==> src/rtl/fifo_read_ctrl_if.sv <==
// ----------------------------------------------------------------------------
// fifo_read_ctrl_if
//   Bundle of every non-clock signal of fifo_read_ctrl: burst command,
//   status, FIFO read port and the outgoing valid/ready stream.
//   slave  : view used by fifo_read_ctrl itself
//   master : view used by whatever drives commands, models the FIFO and
//            consumes the stream
// Parameters
//   FIFO_WIDTH  data word width (FIFO data_out and stream data)
//   LEN_W       burst length width
// Signals
//   start/len          burst command (len sampled with an accepted start)
//   busy/done          status; done is a 1-cycle completion pulse
//   fifo_rd_en         FIFO read enable
//   fifo_data_out      FIFO read data, valid 1 cycle after fifo_rd_en
//   fifo_empty         FIFO empty flag
//   fifo_underflow     FIFO read-on-empty flag
//   m_valid/m_ready    stream handshake
//   m_data/m_last      stream payload, m_last marks the final burst word
//   err_underflow      sticky underflow error
// ----------------------------------------------------------------------------
interface fifo_read_ctrl_if #(
  parameter int FIFO_WIDTH = 16,
  parameter int LEN_W      = 8
);
  logic                  start;
  logic [LEN_W-1:0]      len;
  logic                  busy;
  logic                  done;
  logic                  fifo_rd_en;
  logic [FIFO_WIDTH-1:0] fifo_data_out;
  logic                  fifo_empty;
  logic                  fifo_underflow;
  logic                  m_valid;
  logic                  m_ready;
  logic [FIFO_WIDTH-1:0] m_data;
  logic                  m_last;
  logic                  err_underflow;

  modport slave (
    input  start, len, fifo_data_out, fifo_empty, fifo_underflow, m_ready,
    output busy, done, fifo_rd_en, m_valid, m_data, m_last, err_underflow
  );

  modport master (
    output start, len, fifo_data_out, fifo_empty, fifo_underflow, m_ready,
    input  busy, done, fifo_rd_en, m_valid, m_data, m_last, err_underflow
  );
endinterface

==> src/rtl/fifo_read_ctrl.sv <==
// ----------------------------------------------------------------------------
// fifo_read_ctrl
//   Read-side master for a synchronous FIFO. Accepts a burst command
//   (start + len) while idle, pops exactly len words from the FIFO and
//   forwards them on a valid/ready stream through a 2-entry skid buffer.
//   A FIFO underflow sets a sticky error flag; the returned word is still
//   delivered.
// Ports
//   clk   single clock, all logic on posedge
//   rst   synchronous active-high reset
//   bus   fifo_read_ctrl_if.slave (command, status, FIFO read port, stream)
//   stall_cnt, word_cnt  (only with FIFO_RD_STATS_EN) saturating counters of
//                        back-pressured cycles and of delivered words
// Build option
//   FIFO_RD_STATS_EN  when defined, adds the stall_cnt/word_cnt outputs.
// ----------------------------------------------------------------------------
module fifo_read_ctrl #(
  parameter int FIFO_WIDTH = 16,
  parameter int LEN_W      = 8
) (
  input  logic               clk,
  input  logic               rst,
  fifo_read_ctrl_if.slave    bus
`ifdef FIFO_RD_STATS_EN
  ,
  output logic [31:0]        stall_cnt,
  output logic [31:0]        word_cnt
`endif
);

  typedef enum logic [1:0] {
    S_IDLE  = 2'd0,
    S_RUN   = 2'd1,
    S_DRAIN = 2'd2,
    S_DONE  = 2'd3
  } state_t;

  localparam logic [LEN_W-1:0] LEN_ONE = LEN_W'(1);

  state_t                state, state_nxt;
  logic [LEN_W-1:0]      len_q;       // burst length latched at accept
  logic [LEN_W-1:0]      issued;      // rd_en pulses issued this burst
  logic [LEN_W-1:0]      delivered;   // stream pops this burst
  logic [1:0]            occ;         // skid buffer occupancy (0..2)
  logic                  inflight;    // word returning from FIFO this cycle
  logic [FIFO_WIDTH-1:0] buf0, buf1;  // buf0 is the head
  logic                  err_q;

  logic                  accept;
  logic                  push;
  logic                  pop;
  logic                  rd_en;
  logic [2:0]            pending;

  assign accept = (state == S_IDLE) & bus.start;
  assign push   = inflight;
  assign pop    = (occ != 2'd0) & bus.m_ready;

  // Words that will occupy the buffer after this edge if no new read is
  // issued. Reading only when this is below 2 keeps occ from ever exceeding
  // 2 while still allowing a read in the same cycle as a pop, which is what
  // sustains one word per cycle with m_ready held high.
  assign pending = {1'b0, occ} + {2'b00, inflight} - {2'b00, pop};

  assign rd_en = (state == S_RUN) & ~bus.fifo_empty & (issued < len_q) &
                 (pending < 3'd2);

  // Next-state logic
  always_comb begin
    state_nxt = state;
    case (state)
      S_IDLE:  if (bus.start) state_nxt = (bus.len != '0) ? S_RUN : S_DONE;
      S_RUN:   if (issued == len_q) state_nxt = S_DRAIN;
      S_DRAIN: if ((occ == 2'd0) && !inflight) state_nxt = S_DONE;
      S_DONE:  state_nxt = S_IDLE;
      default: state_nxt = S_IDLE;
    endcase
  end

  always_ff @(posedge clk) begin
    if (rst) begin
      state <= S_IDLE;
    end else begin
      state <= state_nxt;
    end
  end

  // Burst counters, return pipeline, sticky error
  always_ff @(posedge clk) begin
    if (rst) begin
      len_q     <= '0;
      issued    <= '0;
      delivered <= '0;
      inflight  <= 1'b0;
      err_q     <= 1'b0;
    end else begin
      inflight <= rd_en;
      if (accept) begin
        len_q     <= bus.len;
        issued    <= '0;
        delivered <= '0;
      end else begin
        if (rd_en) issued    <= issued + LEN_ONE;
        if (pop)   delivered <= delivered + LEN_ONE;
      end
      // An underflow in the same cycle as an accepted start is still
      // recorded: the event is more recent than the clear.
      if (bus.fifo_underflow) err_q <= 1'b1;
      else if (accept)        err_q <= 1'b0;
    end
  end

  // Skid buffer: 2 entries, FIFO order, head in buf0. Reset discards any
  // buffered words (the returning in-flight word is dropped with inflight).
  always_ff @(posedge clk) begin
    if (rst) begin
      occ  <= 2'd0;
      buf0 <= '0;
      buf1 <= '0;
    end else begin
      case ({push, pop})
        2'b10: begin
          if (occ == 2'd0) buf0 <= bus.fifo_data_out;
          else             buf1 <= bus.fifo_data_out;
          occ <= occ + 2'd1;
        end
        2'b01: begin
          buf0 <= buf1;
          occ  <= occ - 2'd1;
        end
        2'b11: begin
          // Occupancy unchanged; the new word goes behind whatever remains.
          if (occ == 2'd1) begin
            buf0 <= bus.fifo_data_out;
          end else begin
            buf0 <= buf1;
            buf1 <= bus.fifo_data_out;
          end
        end
        default: ;
      endcase
    end
  end

  assign bus.busy          = (state == S_RUN) | (state == S_DRAIN);
  assign bus.done          = (state == S_DONE);
  assign bus.fifo_rd_en    = rd_en;
  assign bus.m_valid       = (occ != 2'd0);
  assign bus.m_data        = buf0;
  assign bus.m_last        = (occ != 2'd0) & (delivered == (len_q - LEN_ONE));
  assign bus.err_underflow = err_q;

`ifdef FIFO_RD_STATS_EN
  // Cleared only by reset; both hold at all-ones instead of wrapping.
  always_ff @(posedge clk) begin
    if (rst) begin
      stall_cnt <= '0;
      word_cnt  <= '0;
    end else begin
      if ((occ != 2'd0) && !bus.m_ready && (stall_cnt != 32'hFFFF_FFFF))
        stall_cnt <= stall_cnt + 32'd1;
      if (pop && (word_cnt != 32'hFFFF_FFFF))
        word_cnt <= word_cnt + 32'd1;
    end
  end
`endif

endmodule

==> src/flat_wrapper.sv <==
// flat-port wrapper written by rule: the top's interface ports become plain ports
module fifo_read_ctrl_flat 
#(
  parameter int FIFO_WIDTH = 16,
  parameter int LEN_W      = 8
)
  (clk, rst, bus_start, bus_len, bus_fifo_data_out, bus_fifo_empty, bus_fifo_underflow, bus_m_ready, bus_busy, bus_done, bus_fifo_rd_en, bus_m_valid, bus_m_data, bus_m_last, bus_err_underflow);
  fifo_read_ctrl_if #(.FIFO_WIDTH(FIFO_WIDTH), .LEN_W(LEN_W)) bus_i ();
  input  logic clk;
  input  logic rst;
  input wire logic [$bits(bus_i.start)-1:0] bus_start;
  input wire logic [$bits(bus_i.len)-1:0] bus_len;
  input wire logic [$bits(bus_i.fifo_data_out)-1:0] bus_fifo_data_out;
  input wire logic [$bits(bus_i.fifo_empty)-1:0] bus_fifo_empty;
  input wire logic [$bits(bus_i.fifo_underflow)-1:0] bus_fifo_underflow;
  input wire logic [$bits(bus_i.m_ready)-1:0] bus_m_ready;
  output wire logic [$bits(bus_i.busy)-1:0] bus_busy;
  output wire logic [$bits(bus_i.done)-1:0] bus_done;
  output wire logic [$bits(bus_i.fifo_rd_en)-1:0] bus_fifo_rd_en;
  output wire logic [$bits(bus_i.m_valid)-1:0] bus_m_valid;
  output wire logic [$bits(bus_i.m_data)-1:0] bus_m_data;
  output wire logic [$bits(bus_i.m_last)-1:0] bus_m_last;
  output wire logic [$bits(bus_i.err_underflow)-1:0] bus_err_underflow;
  assign bus_i.start = bus_start;
  assign bus_i.len = bus_len;
  assign bus_i.fifo_data_out = bus_fifo_data_out;
  assign bus_i.fifo_empty = bus_fifo_empty;
  assign bus_i.fifo_underflow = bus_fifo_underflow;
  assign bus_i.m_ready = bus_m_ready;
  assign bus_busy = bus_i.busy;
  assign bus_done = bus_i.done;
  assign bus_fifo_rd_en = bus_i.fifo_rd_en;
  assign bus_m_valid = bus_i.m_valid;
  assign bus_m_data = bus_i.m_data;
  assign bus_m_last = bus_i.m_last;
  assign bus_err_underflow = bus_i.err_underflow;
  fifo_read_ctrl #(.FIFO_WIDTH(FIFO_WIDTH), .LEN_W(LEN_W)) u_core (.clk(clk), .rst(rst), .bus(bus_i));
endmodule
==> config.mk <==
export PLATFORM = sky130hd
export DESIGN_NAME = fifo_read_ctrl_flat
export DESIGN_NICKNAME = d
export VERILOG_FILES = /design/src/rtl/fifo_read_ctrl_if.sv /design/src/rtl/fifo_read_ctrl.sv /design/src/flat_wrapper.sv
export SDC_FILE = /design/constraint.sdc
export NUM_CORES = 1
export LEC_CHECK = 0
export ABC_CLOCK_PERIOD_IN_PS = 4100
export CELL_PAD_IN_SITES_DETAIL_PLACEMENT = 1
export CELL_PAD_IN_SITES_GLOBAL_PLACEMENT = 1
export CORE_UTILIZATION = 40
export CTS_CLUSTER_DIAMETER = 80
export DETAILED_ROUTE_END_ITERATION = 8
export PLACE_DENSITY_LB_ADDON = 0.1
export SLEW_MARGIN = 0
export SYNTH_ARGS = -nofsm -noshare
export SYNTH_HDL_FRONTEND = slang
export SYNTH_SLANG_ARGS = --single-unit
export TNS_END_PERCENT = 50
==> constraint.sdc <==
create_clock -name clk -period 4.1 [get_ports clk]
set_clock_uncertainty 0.15 [all_clocks]
set_input_delay 0.82 -clock clk [delete_from_list [all_inputs] [get_ports clk]]
set_output_delay 0.82 -clock clk [all_outputs]
set_load 0.05 [all_outputs]
# [Word level (Yosys, flattened, before mapping)]
# Cells that the tools add are included.
[totals] regBits=62 input_bits=30 wordCells=69
[classes] n_addsub=7 magnitude_cmp=2 eq_ne=15 n_mux=14 bitwise=8 n_reduce_logical=14
[ops] op="2-to-1 mux 16 bit" n=4
[ops] op="case mux 16 bit (3 select lines)" n=1
[ops] op="case mux 16 bit (2 select lines)" n=1
[ops] op="adder 8 x 1 -> 8 bit (second input constant)" n=2
[ops] op="equality test 8 bit" n=2
[ops] op="equality test 2 bit (second input constant)" n=4
[ops] op="< comparator 8 bit" n=1
[ops] op="2-to-1 mux 2 bit" n=4
[ops] op="case mux 2 bit (4 select lines)" n=1
[ops] op="nonzero test 2 bit" n=4
[ops] op="nonzero test 8 bit" n=1
[ops] op="subtractor 8 x 1 -> 8 bit (second input constant)" n=1
[ops] op="AND 1 bit" n=6
[ops] op="equality test 2 x 1 -> 1 bit (second input constant)" n=3
[ops] op="inequality test 2 x 1 -> 1 bit (second input constant)" n=3
[ops] op="inequality test 2 bit (second input constant)" n=3
[ops] op="AND reduction 3 bit" n=2
[ops] op="zero test 2 bit" n=2
[ops] op="case mux 2 bit (2 select lines)" n=1
[ops] op="adder 2 x 1 -> 3 bit" n=1
[ops] op="< comparator 3 x 2 -> 1 bit (second input constant)" n=1
[ops] op="nonzero test 3 bit" n=1
[ops] op="subtractor 3 x 1 -> 3 bit" n=1
[ops] op="adder 2 x 1 -> 2 bit (second input constant)" n=1
[ops] op="8 further kinds" n=9

# [Longest topological paths before layout]
[depth] word_depth=5 ltp_mapped=13 mapped_depth_nobuf=10

# [Worst setup path before layout]
# Ideal clock, no wire load.
[synth_path] path_kind="input to output" from="input port bus_m_ready" to="output port bus_fifo_rd_en" t_arrival_ns=3.412 required_time_ns=3.130 slack_ns=-0.282 stages=10 n_path_buf=3 path_cell_list="nor2b_1 > buf_2 > ha_1 > nand2b_1 > fa_1 > xor2_1 > or3_1 > clkbuf_2 > clkbuf_1 > nor2_1"
[synth_between] elab_chain_len=4
[synth_rtl] item="start, declared" line_no="flat_wrapper.sv:16" text="input wire logic [$bits(bus_i.m_ready)-1:0] bus_m_ready;"
[synth_rtl] item="AND 1 bit" line_no="fifo_read_ctrl.sv:57" text="assign pop = (occ != 2'd0) & bus.m_ready;"
[synth_rtl] item="named net u_core.pop" line_no="fifo_read_ctrl.sv:51" text="logic pop;"
[synth_rtl] item="subtractor 3 x 1 -> 3 bit" line_no="fifo_read_ctrl.sv:63" text="assign pending = {1'b0, occ} + {2'b00, inflight} - {2'b00, pop};"
[synth_rtl] item="< comparator 3 x 2 -> 1 bit" line_no="fifo_read_ctrl.sv:66" text="(pending < 3'd2);"
[synth_rtl] item="AND 1 bit" line_no="fifo_read_ctrl.sv:65" text="assign rd_en = (state == S_RUN) & ~bus.fifo_empty & (issued < len_q) &"
[synth_rtl] item="end, declared" line_no="flat_wrapper.sv:19" text="output wire logic [$bits(bus_i.fifo_rd_en)-1:0] bus_fifo_rd_en;"
# The timed path passes the listed nets, and every way through them passes these cells.

# [Final worst setup path]
[layout_path] from="input port bus_m_ready" to="output port bus_fifo_rd_en"
[layout_between] elab_chain_len=4
[layout_rtl] item="AND 1 bit" line_no="fifo_read_ctrl.sv:57"
[layout_rtl] item="subtractor 3 x 1 -> 3 bit" line_no="fifo_read_ctrl.sv:63"
[layout_rtl] item="< comparator 3 x 2 -> 1 bit" line_no="fifo_read_ctrl.sv:66"
[layout_rtl] item="AND 1 bit" line_no="fifo_read_ctrl.sv:65"
# No other way between the ends.

==> out/qor.txt <==
result of the run: complete, no violations
All-Layer GR Usage: 21.3%
H-Tree Level Count: 3
final hold violation count: 0
ranking of synthesized cells by area: dfxtp_1 (40%), ha_1 (8.8%), nor2_1 (5.7%), mux2i_1 (5.5%), a211oi_1 (4.3%)
synth-to-layout area growth: 27.5%
RePlAce Congestion: 0.759
CP cell instances: clkdlybuf4s50_1 > nor2b_4 > ha_1 > nand2b_1 > fa_1 > xor2_1 > or3_4 > nor2_4 > buf_12
largest buffer count on any clock path: 2
clock slew at the register clock pins of the worst setup and hold paths: 0.07 ns
Slew HR: 54.3%
total gr overflow: 0
Net count, final: 463
height of the die: 90.3 um
CTS tree: built
top achievable clock speed: 248 MHz
final WL: 8.14 mm
Die Area: 8150 um2
Yosys cell types: 38
Yosys top cell by area: dfxtp_1
Crit Path Class: in2out
flops & latches, synth: 62
setup violation total in the final timing report: 0
total CTS buffers: 9
areal power density over the cells: 686 nW/um2
HPWL Detailed: 5.67 mm
worst-skew pair later-pin latency: 0.34 ns
final cycle utilization of the critical path: 98.4%
number of synthesis warnings: 0
total core area: 7410 um2
violation count after the first detailed-route iteration: 59
routed length per instance: 15.8 um
clk root buf: clkbuf_8
number of global-route vias before repair: 2893
maximum number of pins on one net before global-route repair: 33
Crit path arrival time: 3.07 ns
proportion of layout cells with a drive suffix above 1: 6.75%
hold_ws: 0.349 ns
combined area of the multi-input logic cells: 1750 um2
io pins: 52
share of synthesized area occupied by flip-flops and latches: 39.8%
final-layout setup total negative slack: 0 ns
worst-margin pin slew: 0.686 ns
number of max-cap violations: 0
total instance count after detailed placement: 498
setup repair after global routing missed its margin: yes
number of inserted filler cells in the final layout: 880
area share of the largest cell type after synthesis: 39.8%
Worst Path Required: 3.13 ns
Diodes inserted: 0
post-detailed-route via-to-cell ratio: 5.43
startpoint type of the worst setup path: primary input
Remaining DRCs: 0
Pins Over Slew Limit: 0
via count of the routed design: 2793
Cell Count, Final, Fillers Out: 514
highest-delay cell along the critical path: clkdlybuf4s50_1
wire length of the first global-routing pass: 13.8 mm
type of the most critical hold path: reg2reg
final critical-path required period: 4.04 ns
Storage cell area: 1240 um2
port buffer count: 51
area after detailed placement: 3750 um2
num rows: 31
antenna violations before repair: 0
delay of the slowest cell on the worst path: 0.47 ns
net count of the mapped netlist: 415
detailed-router iteration count before antenna repair: 4
kind of capture point of the worst setup path: primary output
Post-Route Utilization: 53.7%
die outline width: 90.3 um
number of instances in the synthesized netlist: 362
Design Area, Final: 3980 um2
Detail Route Antenna Nets: 0
netlist area before placement: 3120 um2
worst vdd ir: 0.348 mV
leakage dissipation: 1.46 nW
maximum fanout along the worst path: 2
synthesized area per cell: 8.62 um2
total number of clock tree sinks: 62
initial core utilization: 42.1%
[state kept, by name (all words and copies together) (netlist names)]
signal and flops:
u_core.len_q 8, u_core.issued 8, u_core.buf1 16, u_core.bus.m_data 16
u_core.delivered 8, u_core.inflight 1, u_core.bus.err_underflow 1, u_core.occ 2
u_core.state 2
[synthesized netlist by cell type, drive strengths merged]
master,number
dfxtp,62
nor2,47
nand2,26
a21oi,24
ha,22
clkbuf,19
a211oi,18
inv,18
mux2i,17
a22oi,16
nand3,10
o21ai,10
xor2,10
xnor2,9
nand4,6
o31ai,6
or4,6
nor3,4
nor4,4
and3,3
buf,3
nand2b,3
nor2b,3
or3,3
a21o,2
a31oi,2
a221oi,1
a311oi,1
a32o,1
and2,1
fa,1
nor4b,1
o211a,1
o211ai,1
o21bai,1
[timing repair]
| item | CTS | global route |
|---|---|---|
| setup buffers | 0 | 0 |
| gates resized for setup | 1 | 3 |
| hold buffers | 0 | 0 |
| setup endpoints to repair | 1 | 2 |
[final cells by class]
class / count / area share (%)
Timing Repair Buffer: 59 / 14.7
Inverter: 18 / 1.70
Clock inverter: 6 / 2.17
Tap cell: 99 / 3.11
Clock buffer: 10 / 3.21
Multi-Input combinational cell: 260 / 43.9
Sequential cell: 62 / 31.2
[worst paths after layout]
| path | startpoint | to | slack (ns) | cells after the start |
|---|---|---|---|---|
| max | bus_m_ready | bus_fifo_rd_en | 0.06 | 9 |
| min | u_core.buf1[9]$_SDFFE_PP0P_ | u_core.buf1[9]$_SDFFE_PP0P_ | 0.35 | 2 |
| max reg2reg | u_core.occ[0]$_SDFFE_PP0P_ | u_core.issued[7]$_SDFFE_PP0P_ | 0.79 | 11 |
| min reg2reg | u_core.buf1[9]$_SDFFE_PP0P_ | u_core.buf1[9]$_SDFFE_PP0P_ | 0.35 | 2 |
[cell usage in the layout, fill, tap and decap left out, types with 16 or more instances in the layout]
| cell | synthesis | final |
|---|---|---|
| a21oi_1 | 24 | 24 |
| a22oi_1 | 16 | 16 |
| ha_1 | 22 | 22 |
| inv_1 | 18 | 18 |
| dfxtp_1 | 62 | 62 |
| clkdlybuf4s50_1 | 0 | 49 |
| nor2_1 | 47 | 46 |
| nand2_1 | 26 | 26 |
| mux2i_1 | 17 | 17 |
| a211oi_1 | 18 | 18 |
[critical path, delay by kind of cell]
| family | cells | cell delay (ns) |
|---|---|---|
| xor gates and xnor gates | 1 | 0.17 |
| adders and majority gates | 2 | 0.64 |
| buffers and inverters | 2 | 0.61 |
| and+or+nand+nor | 4 | 0.83 |
[cell families after synthesis]
group	Yosys count	share of synthesized area, %
DFF	62	39.8
buffers and inverters	40	4.93
muxes	17	5.46
adders and majority gates	23	9.47
AOI/OAI and AO/OA	84	17.6
and+or+nand+nor	117	17.4
xor gates and xnor gates	19	5.33
[through the flow]
step / power (W) / setup slack, ns
after floorplan: 0.00173 / 0.0728
after global placement: 0.00210 / -0.0138
after detailed placement: 0.00213 / -0.0234
after CTS: 0.00275 / 0.0175
after global routing: 0.00291 / -0.0168
final: 0.00273 / 0.0639
[power breakdown]
group	internal (W)	switching (W)	total, W
sequential	0.000721	0.0000880	0.000809
clock	0.000341	0.000256	0.000598
combinational	0.000481	0.000839	0.00132
total	0.00154	0.00118	0.00273
[layer usage]
layer	global-route usage (%)	up-vias	part of all wire, %
li1	-	1381	-
met4	7.26	0	1.4
met3	5.47	9	3.4
met1	24.1	1358	43
met5	0	-	0
met2	38.6	45	52
(Power assumes the default switching activity.)
